<file path="src/rtl/uc_pkg.sv">
// Shared widths, depths, state codes and literal helpers for the unit-clause engine port.
package uc_pkg;
  localparam int LIT_IDX_MAX = 64;
  localparam int LIT_W       = $clog2(LIT_IDX_MAX) + 1;
  localparam int IN_DEPTH    = 4;
  localparam int OUT_DEPTH   = 4;
  localparam int IN_CW       = $clog2(IN_DEPTH + 1);
  localparam int OUT_CW      = $clog2(OUT_DEPTH + 1);

  typedef logic [0:0] uc_state_t;
  localparam uc_state_t ST_RUN  = 1'b0;
  localparam uc_state_t ST_HALT = 1'b1;

  // Magnitude of a two's-complement literal; the most negative value maps to LIT_IDX_MAX.
  function automatic logic [LIT_W-1:0] lit_abs(input logic [LIT_W-1:0] l);
    return l[LIT_W-1] ? (~l + 1'b1) : l;
  endfunction

  function automatic logic lit_sign(input logic [LIT_W-1:0] l);
    return l[LIT_W-1];
  endfunction
endpackage

</file>
<file path="src/rtl/uc_fifo.sv">
// Small circular FIFO with registered occupancy count and a synchronous flush.
module uc_fifo #(
  parameter  int DEPTH = 4,
  parameter  int W     = 8,
  localparam int CW    = $clog2(DEPTH + 1),
  localparam int PW    = (DEPTH > 1) ? $clog2(DEPTH) : 1
) (
  input  logic          clk,
  input  logic          rst,
  input  logic          flush,
  input  logic          push,
  input  logic          pop,
  input  logic [W-1:0]  din,
  output logic [W-1:0]  head,
  output logic [CW-1:0] count
);
  logic [W-1:0]  mem [DEPTH];
  logic [PW-1:0] rd_ptr, wr_ptr;
  logic          do_push, do_pop;

  assign do_push = push && (count != CW'(DEPTH));
  assign do_pop  = pop && (count != '0);
  assign head    = mem[rd_ptr];

  function automatic logic [PW-1:0] nxt(input logic [PW-1:0] p);
    return (p == PW'(DEPTH - 1)) ? '0 : p + 1'b1;
  endfunction

  always_ff @(posedge clk)
    if (do_push && !flush) mem[wr_ptr] <= din;

  always_ff @(posedge clk or negedge rst) begin
    if (!rst) begin
      rd_ptr <= '0;
      wr_ptr <= '0;
      count  <= '0;
    end else if (flush) begin
      rd_ptr <= '0;
      wr_ptr <= '0;
      count  <= '0;
    end else begin
      if (do_push) wr_ptr <= nxt(wr_ptr);
      if (do_pop)  rd_ptr <= nxt(rd_ptr);
      count <= count + CW'(do_push) - CW'(do_pop);
    end
  end
endmodule

</file>
<file path="src/rtl/uc_eng_port.sv">
// Per-engine unit-clause port: inbound broadcast FIFO, outbound discovered-UC FIFO with
// duplicate suppression against previously broadcast literals, and a conflict halt.
module uc_eng_port
  import uc_pkg::*;
(
  input  logic                    clk,
  input  logic                    rst,
  input  logic signed [LIT_W-1:0] uca2eng,
  input  logic                    uca2eng_valid,
  output logic                    uca2eng_full,
  output logic signed [LIT_W-1:0] eng2uca,
  output logic                    eng2uca_valid,
  output logic                    eng2uca_empty,
  input  logic                    uca_grant,
  input  logic                    conflict,
  input  logic                    bcp_uc_valid,
  input  logic signed [LIT_W-1:0] bcp_uc,
  output logic                    bcp_uc_ready,
  output logic                    uc_out_valid,
  output logic signed [LIT_W-1:0] uc_out,
  input  logic                    uc_out_ready,
  output logic [7:0]              drop_cnt,
  output logic                    ovf_err
);
  uc_state_t                   state;
  logic                        run, flush;
  logic [IN_CW-1:0]            in_count;
  logic [OUT_CW-1:0]           out_count;
  logic [LIT_W-1:0]            in_head, out_head;
  logic                        in_push, in_pop, out_push, out_pop, out_full, out_empty;
  logic                        bcp_acc, bcp_dup;
  logic [LIT_IDX_MAX:0][1:0]   seen;

  assign run   = (state == ST_RUN);
  assign flush = run && conflict;

  assign uca2eng_full = (in_count == IN_CW'(IN_DEPTH));
  assign in_push      = run && uca2eng_valid && (uca2eng != '0) && !uca2eng_full;
  assign uc_out_valid = run && (in_count != '0);
  assign uc_out       = uc_out_valid ? in_head : '0;
  assign in_pop       = uc_out_valid && uc_out_ready;

  assign out_full      = (out_count == OUT_CW'(OUT_DEPTH));
  assign out_empty     = (out_count == '0);
  assign bcp_uc_ready  = run && !out_full;
  assign bcp_acc       = bcp_uc_valid && bcp_uc_ready && (bcp_uc != '0);
  // Same-cycle broadcast is compared directly since the seen table updates one edge late.
  assign bcp_dup       = seen[lit_abs(bcp_uc)][lit_sign(bcp_uc)] || (in_push && (uca2eng == bcp_uc));
  assign out_push      = bcp_acc && !bcp_dup;
  assign out_pop       = run && uca_grant && !out_empty;
  assign eng2uca_empty = !run || out_empty;
  assign eng2uca_valid = !eng2uca_empty;
  assign eng2uca       = eng2uca_empty ? '0 : out_head;

  uc_fifo #(.DEPTH(IN_DEPTH), .W(LIT_W)) u_in (
    .clk(clk), .rst(rst), .flush(flush), .push(in_push), .pop(in_pop),
    .din(uca2eng), .head(in_head), .count(in_count)
  );

  uc_fifo #(.DEPTH(OUT_DEPTH), .W(LIT_W)) u_out (
    .clk(clk), .rst(rst), .flush(flush), .push(out_push), .pop(out_pop),
    .din(bcp_uc), .head(out_head), .count(out_count)
  );

  always_ff @(posedge clk or negedge rst) begin
    if (!rst) begin
      state    <= ST_RUN;
      seen     <= '0;
      drop_cnt <= '0;
      ovf_err  <= 1'b0;
    end else begin
      if (flush) state <= ST_HALT;
      if (in_push) seen[lit_abs(uca2eng)][lit_sign(uca2eng)] <= 1'b1;
      if (run && uca2eng_valid && uca2eng_full) ovf_err <= 1'b1;
      if (bcp_acc && bcp_dup && (drop_cnt != 8'hFF)) drop_cnt <= drop_cnt + 8'd1;
    end
  end
endmodule

</file>
<file path="config.mk">
export PLATFORM = sky130hd
export DESIGN_NAME = uc_eng_port
export DESIGN_NICKNAME = d
export VERILOG_FILES = /design/src/rtl/uc_pkg.sv /design/src/rtl/uc_fifo.sv /design/src/rtl/uc_eng_port.sv
export SDC_FILE = /design/constraint.sdc
export NUM_CORES = 1
export LEC_CHECK = 0
export CAP_MARGIN = 20
export CORE_MARGIN = 4
export CORE_UTILIZATION = 55
export CTS_CLUSTER_SIZE = 10
export DETAILED_ROUTE_END_ITERATION = 8
export PLACE_DENSITY = 0.85
export SYNTH_ARGS = -nofsm -noshare
export SYNTH_HDL_FRONTEND = slang
export SYNTH_HIERARCHICAL = 1
export SYNTH_SLANG_ARGS = --single-unit
</file>
<file path="constraint.sdc">
create_clock -name clk -period 7.3 [get_ports clk]
set_clock_uncertainty 0.1 [all_clocks]
set_input_delay 0.73 -clock clk [delete_from_list [all_inputs] [get_ports clk]]
set_output_delay 0.73 -clock clk [all_outputs]
set_load 0.02 [all_outputs]
</file>
==> flow_summary.ini, run 1 <==
[detailed_routing]
wire_per_inst_um = 22.3
first_iter_violations = 704
wl_um = 23300
vias = 6601
ant_nets = 0
drc_errors = 0
dr.pass1.iters = 7
via_per_inst = 6.32

[critical_path]
path_class = input port to register
worstPathMaxFanout = 19
r2r_cells = 14
end_kind = register
arrival_ns = 5.82
required_ns = 7.60
startpoint_type = input port

[timing]
period_share_pct = 75.7
period_minus_slack_ns = 5.53
finalSetupViolations = 0
rsz0062_at_grt = no
finalWorstSetupSlack_ns = 1.77
fin_hold_ws_ns = 0.204
tns_ns = 0
max_slew_margin_pct = 19.9
max_freq_mhz = 181
finalHoldViolCount = 0
slew_viol_final = 0
worstMarginPinSlew_ns = 1.20

[logic_synthesis]
synth_xor_area_share_pct = 2.29
synthAdderAreaFrac_pct = 2.56
synth_warnings = 6
synth_nets = 795
synth-simple-area-share_pct = 9.96
synth-seq-area-share_pct = 55.8
synth-async-reset-ratio_pct = 73.2
netlist_area_sq_mm = 0.00988
yosysTopAreaCell = dfrtp_1
synthTopCellsByArea = dfrtp_1, edfxtp_1, mux4_2
syn_avg_cell_area_sq_um = 13.1
syn_inst = 755
yosysTopAreaCellShare_pct = 38.8
synth_edf_count = 56
ys_ff_latch = 209
synth_ff_type = dfrtp_1
synth-compound-area-share_pct = 14.0
synth_top_family_by_area = compound AO/OA/AOI/OAI gates
yosysUniqueCellTypes = 67
synth_mux_area_share_pct = 12.7

[grt]
grt_pass1_wl_um = 37700
grt_pass1_vias = 6727
grt_usage_pct = 23.5
antenna_found_initial = 0
overflow = 0
grt_max_degree = 91

[finish]
antenna_cells = 0
syn2layout_area_growth_pct = 14.3
final_cell_mix = dfrtp_1, o21bai_1, edfxtp_1, a21o_1, clkdlybuf4s50_1
final_common_cell = dfrtp_1
fill_cells = 1211
nets = 848
drive_gt1_share_pct = 13.3

[place]
gpl.final_weighted_congestion = 0.945
dp_hpwl_um = 14900
numPortBuffers = 48
post-place-ws_ns = 1.34

[clocking]
ctsResizeCount = 0
clockBufferDepth = 3
numCtsBuffers = 25
clk_pin_slew_ns = 0.05
cts_tree = yes
cts.htree.levels = 1
worstSkewPairLatency_ns = 0.52
post_cts_buffers = 0
holdBufCountCts = 0
root_buffer = clkbuf_16
numClockSinks = 209

[power_and_ir_drop]
p_leak_nw = 5.19
peakVddDrop_mv = 0.222
p_per_area_mw_per_mm2 = 227

[die]
row_count = 48
dieArea_sq_mm = 0.0202
die_x_um = 142
core_region_area_sq_mm = 0.0175
initial_core_util_pct = 56.5
die_y_um = 142
io_pins = 49

[flow_run]
max-cap-violations = 0

[outcome]
outcome = completed

[worst_hold_path]
hold_class = input port to asynchronous set/reset pin
## registers in the layout, summed over array words and instances (netlist names)
register,cells
u_out/wr_ptr,2
ovf_err,1
seen,129
drop_cnt,8
u_out/rd_ptr,2
u_in/wr_ptr,2
u_out/count,3
u_in/rd_ptr,2
u_out/mem,28
u_in/count,3
state,1
u_in/mem,28
## final timing paths
kind | start | end | slack, ns
max | bcp_uc[0] | u_out/count[2] | 1.77
min | rst | seen[34] | 0.20
max reg2reg | u_in/count[2] | u_in/count[2] | 3.36
min reg2reg | seen[37] | seen[37] | 0.35
max in group asynchronous | rst | seen[28] | 5.52
min in group clk | seen[37] | seen[37] | 0.35
## cell families after synthesis
logic type | after synthesis
buf+inv | 60
simple gates | 189
compound gates | 185
mux | 68
xor+xnor | 25
fa+ha+maj | 19
flops | 209
## synthesized netlist by cell type, types with 5 or more instances
| master | n |
|---|---|
| dfrtp_1 | 153 |
| o21bai_1 | 79 |
| edfxtp_1 | 56 |
| a21o_1 | 51 |
| nor2_1 | 46 |
| mux4_2 | 37 |
| nand2_1 | 37 |
| clkbuf_1 | 27 |
| and2_1 | 22 |
| mux2i_1 | 20 |
| xor2_1 | 19 |
| nor3_1 | 18 |
| ha_1 | 17 |
| inv_1 | 16 |
| nand3_1 | 14 |
| nor2b_1 | 10 |
| a21oi_1 | 8 |
| nor3b_1 | 8 |
| o21ai_0 | 8 |
| or3_1 | 8 |
| buf_2 | 7 |
| mux4_1 | 5 |
| nand2b_1 | 5 |
| nand4_1 | 5 |
| o31ai_1 | 5 |
| xnor2_1 | 5 |
## critical path: stages
cell and delay [ns]:
clkdlybuf4s50_1 0.45, inv_2 0.43, ha_1 0.32, nand2b_4 0.17, xor2_2 0.65, mux4_1 0.39
mux2_2 0.27, a211o_1 0.29, a31oi_1 0.26, o311a_4 0.31, nor2b_1 0.27, nand2_1 0.13
ha_1 0.29, inv_1 0.06, ha_1 0.13, inv_1 0.05, fa_1 0.37, xnor2_1 0.17
nor2_1 0.06
## area by class of cell
type	count	area (sq um)	share of cell area, %
flip-flops and latches	209	5510	48.8
multi-input cells	486	4110	36.4
clock buffers	36	687	6.08
well taps	225	282	2.49
repair buffers	67	617	5.46
clock inverters	2	17.5	0.155
inverters	19	71.3	0.632
## power by group
group	total, mW	switching, mW	internal, mW
Clock	1.09	0.445	0.644
Combinational	0.233	0.142	0.0918
Sequential	1.25	0.0240	1.22
Total	2.57	0.610	1.96
## layer usage
| metal | global-route usage (%) | vias to the layer above | wire length, um |
|---|---|---|---|
| met2 | 36.7 | 311 | 10900 |
| met5 | 0 | - | 0 |
| met4 | 8.23 | 0 | 871 |
| met3 | 4.17 | 74 | 1640 |
| met1 | 33.7 | 3325 | 9920 |
| li1 | - | 2891 | - |
## per-stage QoR
stage	area, sq um	utilization [%]	cells	power (mW)
floorplan	9880	-	755	1.41
global placement	10600	60.5	1002	1.48
detailed placement	10600	60.5	1003	1.49
CTS	11300	64.5	1041	2.58
global route	11300	64.6	1044	2.66
finish	11300	64.6	1044	2.57
Power figures use the tool's default switching activity.
==> inputs of run 2 (changes only) <==
- CORE_UTILIZATION: 55 -> 54
- PLACE_DENSITY: 0.85 -> 0.87
- clock period: 7.3 -> 4.7 ns (I/O delays scaled with it)
==> run 2 against run 1 <==
  * Design area up 2.7%
  * Register-to-register slack worse by 2.3 ns
  * Clock power up 51%
  * Flip-flop and latch count unchanged
  * Hold slack better by 0.15 ns
  * Critical path depth up 1
  * Sequential share of layout area down 1.3 points
  * Setup slack worse by 1.6 ns
  * Non-clock buffer count up 37
  * Cell count up 3.9%
  * Critical endpoint unchanged
  * Highest routed layer unchanged
==> flow_summary.ini, run 2 (synthesis results as in run 1) <==
[critical_path]
path_class = input port to register
required_ns = 4.99
r2r_slack_ns = 1.10
crit_chain = clkdlybuf4s50_1, inv_4, ha_1, mux2i_4, buf_6, mux4_1, mux2i_1, mux2_2, nand2_1, a31oi_2, o311a_4, nor2b_4, nand2_1, ha_1, inv_1, ha_1, inv_1, fa_1, xnor2_1, nor2_1
startpoint_type = input port
end_kind = register
crit_top_cell = ha_1
reg2reg_to = u_out/count[2]
arrival_ns = 4.80
r2r_start = seen[107]
r2r_cells = 14
worstPathMaxFanout = 6
slowest_delay_ns = 0.56
crit_slowest_cell = mux4_1

[die]
io_pins = 49
dieArea_sq_mm = 0.0205
initial_core_util_pct = 55.0
core_region_area_sq_mm = 0.0180
die_y_um = 143
die_x_um = 143
row_count = 49

[grt]
overflow = 0
grt_max_degree = 84
grt_pass1_vias = 7189
grt_pass1_wl_um = 38900
grt_usage_pct = 24.0
antenna_found_initial = 0

[flow_run]
max-cap-violations = 0

[clocking]
clockBufferDepth = 3
cts_tree = yes
root_buffer = clkbuf_16
numCtsBuffers = 25
clk_pin_slew_ns = 0.06
numClockSinks = 209
cts.htree.levels = 1
worstSkewPairLatency_ns = 0.51

[finish]
largest_reg_flops = 129
fill_cells = 1225
antenna_cells = 0
final_cell_mix = dfrtp_1, o21bai_1, edfxtp_1, buf_4, a21o_1
top_register = seen
syn2layout_area_growth_pct = 17.4
drive_gt1_share_pct = 16.7
fin_cells = 1085
final_common_cell = dfrtp_1
nets = 885
reg_top3 = seen: 129 flops, u_in/mem: 28 flops, u_out/mem: 28 flops

[timing]
finalHoldViolCount = 0
finalWorstSetupSlack_ns = 0.193
finalSetupViolations = 0
period_minus_slack_ns = 4.51
tns_ns = 0
rsz0062_at_grt = no
fin_hold_ws_ns = 0.351
worstMarginPinSlew_ns = 1.05
period_share_pct = 95.9
max_freq_mhz = 222
max_slew_margin_pct = 29.5
slew_viol_final = 0

[detailed_routing]
drc_errors = 0
vias = 6845
wire_per_inst_um = 22.1
wl_um = 24000
via_per_inst = 6.31
dr.pass1.iters = 6
first_iter_violations = 703
ant_nets = 0

[power_and_ir_drop]
p_per_area_mw_per_mm2 = 345
p_total_mw = 4.00
peakVddDrop_mv = 0.350
p_leak_nw = 5.37

[worst_hold_path]
min_from = seen[105]
hold_class = register to register
min_to = seen[105]
hold_depth = 1

[place]
gpl.final_weighted_congestion = 0.896
numPortBuffers = 48
dp.cells = 1040
post-place-ws_ns = -0.278
dp_hpwl_um = 16100

[outcome]
outcome = completed
## run 2: per-layer routing
metal | vias up | share of wire, % | GRT usage [%]
met5 | - | 0 | 0
met4 | 0 | 3.5 | 7.98
met3 | 83 | 9.4 | 5.12
met2 | 391 | 49 | 39.2
met1 | 3411 | 39 | 32.5
li1 | 2960 | - | -
## run 2: critical path: cells and delay by family
family,cells,cell delay [ns]
xor+xnor,1,0.19
simple gates,4,0.40
compound gates,2,0.44
fa+ha+maj,4,1.15
buf+inv,5,0.88
mux,4,1.25
## run 2: area by class of cell
class | count | area [sq um] | share of cell area (%)
Multi-Input combinational cell | 486 | 4130 | 35.6
Clock buffer | 37 | 671 | 5.78
Inverter | 19 | 73.8 | 0.636
Timing Repair Buffer | 104 | 918 | 7.92
Tap cell | 229 | 287 | 2.47
Sequential cell | 209 | 5510 | 47.5
Clock inverter | 1 | 8.76 | 0.0755
## run 2: report_power, final
group          total [mW]  switching (mW)  internal [mW]
combinational       0.413           0.236          0.177
sequential           1.94          0.0383           1.90
clock                1.65           0.678          0.971
## run 2: worst max path at each step
stage	to	start	slack [ns]	cells after the start
floorplan	u_out/count[2]	bcp_uc[0]	0.04	20
global placement	u_out/count[2]	bcp_uc[0]	-0.17	20
detailed placement	u_out/count[2]	bcp_uc[0]	-0.28	20
CTS	u_out/count[2]	bcp_uc[0]	0.13	20
global route	u_out/count[2]	bcp_uc[0]	0.04	18
finish	u_out/count[2]	bcp_uc[0]	0.19	20
## run 2: metrics by stage
step,instance area [sq um],utilization [%]
3_5_place_dp,10800,60.4
6_report,11600,64.6
3_3_place_gp,10800,60.4
5_1_grt,11600,64.6
4_1_cts,11500,64.2
2_1_floorplan,9890,-
## run 2: what timing repair did
action | in CTS | in global routing
setup endpoints to repair | 0 | 1
gates resized for setup | 0 | 4
setup buffers | 0 | 5
hold buffers | 1 | 0
endpoints found under the hold margin | 81 | 0
==> inputs of run 3 (changes only) <==
- CAP_MARGIN: 20 -> not set
==> results of run 3 <==
The final DEF is identical to that of run 2; final timing and power are the same.
